[src/rtl/full_st1_pass_sequencer.sv]
// Stage-1 layer pass sequencer: walks a layer through its forward passes and
// optional error-update passes, then flushes the pipeline and signals done.
module full_st1_pass_sequencer #(
    parameter int DEPTH_W      = 3,
    parameter int LENGTH_W     = 4,
    parameter int DRAIN_CYCLES = 18
) (
    input  logic                clk,
    input  logic                reset,
    input  logic                cfg_valid,
    output logic                cfg_ready,
    input  logic [DEPTH_W-1:0]  cfg_depth,
    input  logic [LENGTH_W-1:0] cfg_length,
    input  logic                cfg_error_en,
    input  logic                flush,
    input  logic                state_finish,
    input  logic                error_vld,
    output logic                error_rdy,
    output logic [DEPTH_W-1:0]  load_depth,
    output logic [LENGTH_W-1:0] load_length,
    output logic                error_update_mode,
    output logic                error_update_latch,
    output logic                error_update_first,
    output logic                error_finish_tap,
    output logic                error_tap_update_out,
    output logic                busy,
    output logic                done
);

    localparam int DRAIN_W = $clog2(DRAIN_CYCLES + 1);

    typedef enum logic [2:0] {
        IDLE,
        FWD,
        ERR_WAIT,
        ERR_UPDATE,
        DRAIN
    } state_e;

    state_e                state_q, state_d;
    logic [DEPTH_W-1:0]    pass_cnt_q, pass_cnt_d;
    logic [DRAIN_W-1:0]    drain_cnt_q, drain_cnt_d;
    logic [DEPTH_W-1:0]    depth_q, depth_d;
    logic [LENGTH_W-1:0]   length_q, length_d;
    logic                  err_en_q, err_en_d;
    logic                  mode_q, mode_d;
    logic                  latch_q, latch_d;
    logic                  first_q, first_d;
    logic                  tap_q, tap_d;
    logic                  tap_upd_q, tap_upd_d;
    logic                  done_q, done_d;

    // NOTE: every signal gets a default before the case so no path leaves one unassigned (no latches).
    always_comb begin
        state_d     = state_q;
        pass_cnt_d  = pass_cnt_q;
        drain_cnt_d = drain_cnt_q;
        depth_d     = depth_q;
        length_d    = length_q;
        err_en_d    = err_en_q;
        mode_d      = 1'b0;
        tap_d       = 1'b0;
        tap_upd_d   = 1'b0;
        done_d      = 1'b0;

        if (flush) begin
            state_d     = IDLE;
            pass_cnt_d  = '0;
            drain_cnt_d = '0;
        end else begin
            case (state_q)
                IDLE: begin
                    if (cfg_valid) begin
                        depth_d    = cfg_depth;
                        length_d   = cfg_length;
                        err_en_d   = cfg_error_en;
                        pass_cnt_d = '0;
                        state_d    = FWD;
                    end
                end
                FWD: begin
                    if (state_finish) begin
                        // Compare before incrementing so depth = all-ones never wraps.
                        if (pass_cnt_q == depth_q) begin
                            pass_cnt_d = '0;
                            if (err_en_q) begin
                                state_d = ERR_WAIT;
                            end else begin
                                state_d     = DRAIN;
                                drain_cnt_d = DRAIN_W'(DRAIN_CYCLES - 1);
                            end
                        end else begin
                            pass_cnt_d = pass_cnt_q + 1'b1;
                        end
                    end
                end
                ERR_WAIT: begin
                    if (error_vld) begin
                        mode_d  = 1'b1;
                        state_d = ERR_UPDATE;
                    end
                end
                ERR_UPDATE: begin
                    if (state_finish) begin
                        tap_d = 1'b1;
                        if (pass_cnt_q == depth_q) begin
                            tap_upd_d   = 1'b1;
                            pass_cnt_d  = '0;
                            state_d     = DRAIN;
                            drain_cnt_d = DRAIN_W'(DRAIN_CYCLES - 1);
                        end else begin
                            pass_cnt_d = pass_cnt_q + 1'b1;
                        end
                    end
                end
                DRAIN: begin
                    if (drain_cnt_q == '0) begin
                        done_d  = 1'b1;
                        state_d = IDLE;
                    end else begin
                        drain_cnt_d = drain_cnt_q - 1'b1;
                    end
                end
                default: state_d = IDLE;
            endcase
        end

        // Levels follow the next state so they line up with the registered strobes.
        latch_d = (state_d == ERR_UPDATE);
        first_d = latch_d && (pass_cnt_d == '0);
    end

    // NOTE: sequential state uses non-blocking assignments so all registers update together.
    always_ff @(posedge clk or negedge reset) begin
        if (!reset) begin
            state_q     <= IDLE;
            pass_cnt_q  <= '0;
            drain_cnt_q <= '0;
            depth_q     <= '0;
            length_q    <= '0;
            err_en_q    <= 1'b0;
            mode_q      <= 1'b0;
            latch_q     <= 1'b0;
            first_q     <= 1'b0;
            tap_q       <= 1'b0;
            tap_upd_q   <= 1'b0;
            done_q      <= 1'b0;
        end else begin
            state_q     <= state_d;
            pass_cnt_q  <= pass_cnt_d;
            drain_cnt_q <= drain_cnt_d;
            depth_q     <= depth_d;
            length_q    <= length_d;
            err_en_q    <= err_en_d;
            mode_q      <= mode_d;
            latch_q     <= latch_d;
            first_q     <= first_d;
            tap_q       <= tap_d;
            tap_upd_q   <= tap_upd_d;
            done_q      <= done_d;
        end
    end

    assign cfg_ready            = (state_q == IDLE);
    assign error_rdy            = (state_q == ERR_WAIT);
    assign busy                 = (state_q != IDLE);
    assign load_depth           = depth_q;
    assign load_length          = length_q;
    assign error_update_mode    = mode_q;
    assign error_update_latch   = latch_q;
    assign error_update_first   = first_q;
    assign error_finish_tap     = tap_q;
    assign error_tap_update_out = tap_upd_q;
    assign done                 = done_q;

endmodule
[config.mk]
export PLATFORM = sky130hd
export DESIGN_NAME = full_st1_pass_sequencer
export DESIGN_NICKNAME = d
export VERILOG_FILES = /design/src/rtl/full_st1_pass_sequencer.sv
export SDC_FILE = /design/constraint.sdc
export NUM_CORES = 1
export LEC_CHECK = 0
export ABC_CLOCK_PERIOD_IN_PS = 4100
export CAP_MARGIN = 20
export CORE_MARGIN = 1
export CORE_UTILIZATION = 53
export DETAILED_ROUTE_END_ITERATION = 8
export GPL_TIMING_DRIVEN = 0
export PLACE_DENSITY = 0.84
export SYNTH_ARGS = -nofsm -noshare
export SYNTH_HDL_FRONTEND = slang
export SYNTH_SLANG_ARGS = --single-unit
[constraint.sdc]
create_clock -name clk -period 4.1 [get_ports clk]
set_input_delay 0.41 -clock clk [delete_from_list [all_inputs] [get_ports clk]]
set_output_delay 0.41 -clock clk [all_outputs]
set_load 0.02 [all_outputs]
==> flow_summary_export.csv <==
group,metric,value,unit
synth,synth.top_cell.area_share,47.5,%
sta,slew_headroom,64.0,%
finish,layout-drive-gt1-share,17.9,%
global_routing,first_global_vias,988,
sta,hold_violations,0,
drt,vias,974,
min_path,hold_class,"primary input to asynchronous set/reset pin",
clock_tree,cts.path.max_buffers,2,
worst_setup_path,crit_required,3.69,ns
synth,synth_most_common_cell,"sky130_fd_sc_hd__dfrtp_1",
die,core-area,2280,sq um
worst_setup_path,crit_path_top_delay_cell,"sky130_fd_sc_hd__clkdlybuf4s50_1",
placement,gp_congestion,0.860,
clock_tree,clk_latency,0.32,ns
clock_tree,cts_buffers,3,
worst_setup_path,worst_path_largest_cell_delay,0.60,ns
synth,compound_gate_portion_of_the_synthesized_area,11.9,%
sta,grt_setup_unrepaired,"false",
drt,drt-wirelength-per-cell,15.0,microns
clock_tree,cts-hold-fix-buffers,0,
synth,synth.area.top_cells,"sky130_fd_sc_hd__dfrtp_1 47%, sky130_fd_sc_hd__mux2_4 9.1%, sky130_fd_sc_hd__xor2_1 3.3%, sky130_fd_sc_hd__ha_1 2.8%, sky130_fd_sc_hd__nor2_1 2.3%",
die,initial_utilization,57.9,%
finish,design.final.nets,163,
worst_setup_path,cp_top_family,"buffers and inverters",
synth,synth_ff_type,"sky130_fd_sc_hd__dfrtp_1",
worst_setup_path,timing.critical_path.depth,4,
worst_setup_path,r2r.worst_path.cells,5,
sta,clock_period_minus_final_worst_setup_slack,2.34,ns
worst_setup_path,r2r_start,"state_q[1]",
synth,seq_area_frac_synth,47.5,%
synth,synth.avg_cell_area,11.9,sq um
worst_setup_path,setup.worst_path.class,"register to output port",
worst_setup_path,worst-endpoint-arrival,1.93,ns
drt,drt_first_pass_iters,4,
clock_tree,clk_transition_reported_paths,0.13,ns
job,maxCapViolCount,0,
sta,timing.final.crit_share,57.0,%
finish,area.growth.synth_to_final,28.8,%
drt,wl,2600,microns
synth,post_synth_instance_area,1320,sq um
worst_setup_path,worstSetupEndpointType,"output port",
sta,maxSlewViolCount,0,
power,cellLeakagePower,0.756,nW
synth,synthCells,111,
clock_tree,cts_tree,"yes",
power,ir_worst_vdd,0.240,mV
synth,synth-seq-cells,25,
synth,netlist.top_cell.by_area,"sky130_fd_sc_hd__dfrtp_1",
clock_tree,cts_htree_levels,1,
synth,synth-xor-area-share,4.56,%
sta,post-route-worst-setup-slack,1.76,ns
run_status,status,"completed",
worst_setup_path,worst-path-max-fanout,10,
synth,synth_edf_count,0,
finish,utilization,74.5,%
sta,max_slew.worst_pin.slew,0.531,ns
synth,synthDistinctLibCells,44,
die,fp-row-count,17,
drt,detailedRoute.firstIterationViolations,13,
clock_tree,post_cts_buffers,0,
sta,setup_tns,0,ns
global_routing,groute.usage.overall,22.1,%
power,power-per-cell-area,368,nW/um^2
finish,layout_fillers,170,
clock_tree,clkSinkCount,25,
die,pin_count,30,
sta,fmax,428,MHz
clock_tree,clock-root-buffer,"sky130_fd_sc_hd__clkbuf_4",
synth,synth_adder_area_share,2.85,%
synth,synthSimpleGateAreaFrac,17.4,%
synth,synth.top_cells.by_count,"25 x sky130_fd_sc_hd__dfrtp_1, 8 x sky130_fd_sc_hd__mux2_4, 8 x sky130_fd_sc_hd__nor2_1",
drt,route.antenna.remaining_nets,0,
worst_setup_path,crit_path_cell_trace,"buf_6 -> or3_4 -> inv_1 -> clkdlybuf4s50_1",
die,die_w,51.9,microns
finish,antenna_cells_inserted,0,
synth,yosysWarnings,0,
drt,vias_per_cell,5.63,
worst_setup_path,cp_buf_inv_count,3,
worst_setup_path,startpoint_type,"register",
global_routing,grt_first_pass_wirelength,4300,microns
placement,placed_wire_length_estimate,2000,microns
die,fp.dieH,51.9,microns
synth,syn-num-nets,128,
global_routing,overflow,0,
drt,drc,0,
synth,synth.mux.area_fraction,11.5,%
worst_setup_path,rr_endpoint,"load_depth[0]",
global_routing,antenna_found_initial,0,
placement,pre_cts_ws,1.90,ns
synth,largest_family_of_logic_cells_by_synthesized_area,"simple AND/OR/NAND/NOR gates",
sta,report.final.setup_viol,0,
clock_tree,post_cts.resized_instances,0,
synth,async_flop_share,100,%
sta,final.setup_skew,0.00173,ns
die,die-area,2690,sq um
global_routing,pin_count_of_the_biggest_net_entering_global_routing,26,
placement,placement.io_buffers,29,
worst_setup_path,setup.reg_to_reg.worst_slack,2.26,ns
state kept, by name, summed over array words and instances, names as in the netlist:
signal / cells
done: 1
drain_cnt_q: 5
state_q: 3
error_update_latch: 1
error_tap_update_out: 1
load_length: 4
pass_cnt_q: 3
err_en_q: 1
error_finish_tap: 1
error_update_mode: 1
load_depth: 3
error_update_first: 1
placed cells by master (no fill, tap or decap), drive strengths merged, types with 2 or more instances in the layout:
master         synthesis  layout
a21oi                  4       4
and3                   2       2
buf                    3       4
clkbuf                 2       6
clkdlybuf4s50          0      29
dfrtp                 25      25
ha                     3       3
inv                    6       6
mux2                   9       9
mux2i                  2       2
nand2                  7       7
nor2                   8       8
nor3                   4       4
nor4                   2       2
nor4b                  2       2
o211ai                 2       2
o21ai                  2       2
o31ai                  2       2
or3                    2       2
xor2                   6       6
where the power goes:
group,internal (mW),total (mW),switching (mW)
Clock,0.0381,0.110,0.0718
Combinational,0.111,0.213,0.102
Sequential,0.276,0.302,0.0255
metrics by stage:
stage / hold WS [ns] / area (sq um) / power (mW) / instances
after floorplan: 0.114 / 1320 / 0.434 / 111
after global placement: 0.486 / 1640 / 0.508 / 168
after detailed placement: 0.499 / 1640 / 0.516 / 168
after CTS: 0.528 / 1670 / 0.625 / 172
after global routing: 0.317 / 1700 / 0.659 / 173
final: 0.328 / 1700 / 0.624 / 173
cells by family after synthesis:
family                     count (synthesis)
DFF                                       25
xor gates and xnor gates                   6
muxes                                     11
buffers and inverters                     11
AOI/OAI and AO/OA                         19
adders and majority gates                  3
and+or+nand+nor                           36
metal layers:
metal  vias to the layer above  global-route usage (%)  share of wire [%]
met5                         -                       0                  0
met4                         0                    9.46                2.0
met3                         8                    6.43                5.3
met2                        32                    36.8                 51
met1                       473                    26.3                 42
li1                        461                       -                  -
worst register-to-register path: stages (launching register included):
cell                      delay (ns)
sky130_fd_sc_hd__dfrtp_1        0.42
sky130_fd_sc_hd__buf_6          0.15
sky130_fd_sc_hd__or3_4          0.38
sky130_fd_sc_hd__or3_1          0.33
sky130_fd_sc_hd__buf_6          0.16
sky130_fd_sc_hd__mux2_4         0.30
cell type report:
type                    count  area, sq um  area share [%]
clock buffers               4         26.3            1.55
flip-flops and latches     25          626            36.9
multi-input cells          75          634            37.4
plain buffers               5         35.0            2.06
well taps                  28         35.0            2.06
inverters                   6         22.5            1.33
repair buffers             30          318            18.7
worst max path at each step:
stage                             from                 end
after floorplan             state_q[1]            err_en_q
final                       state_q[1]           cfg_ready
after detailed placement  state_finish  error_update_first
after CTS                   state_q[1]           cfg_ready
after global placement    state_finish  error_update_first
after global routing        state_q[2]           error_rdy
Note: power is estimated with default switching activity, not from simulation.
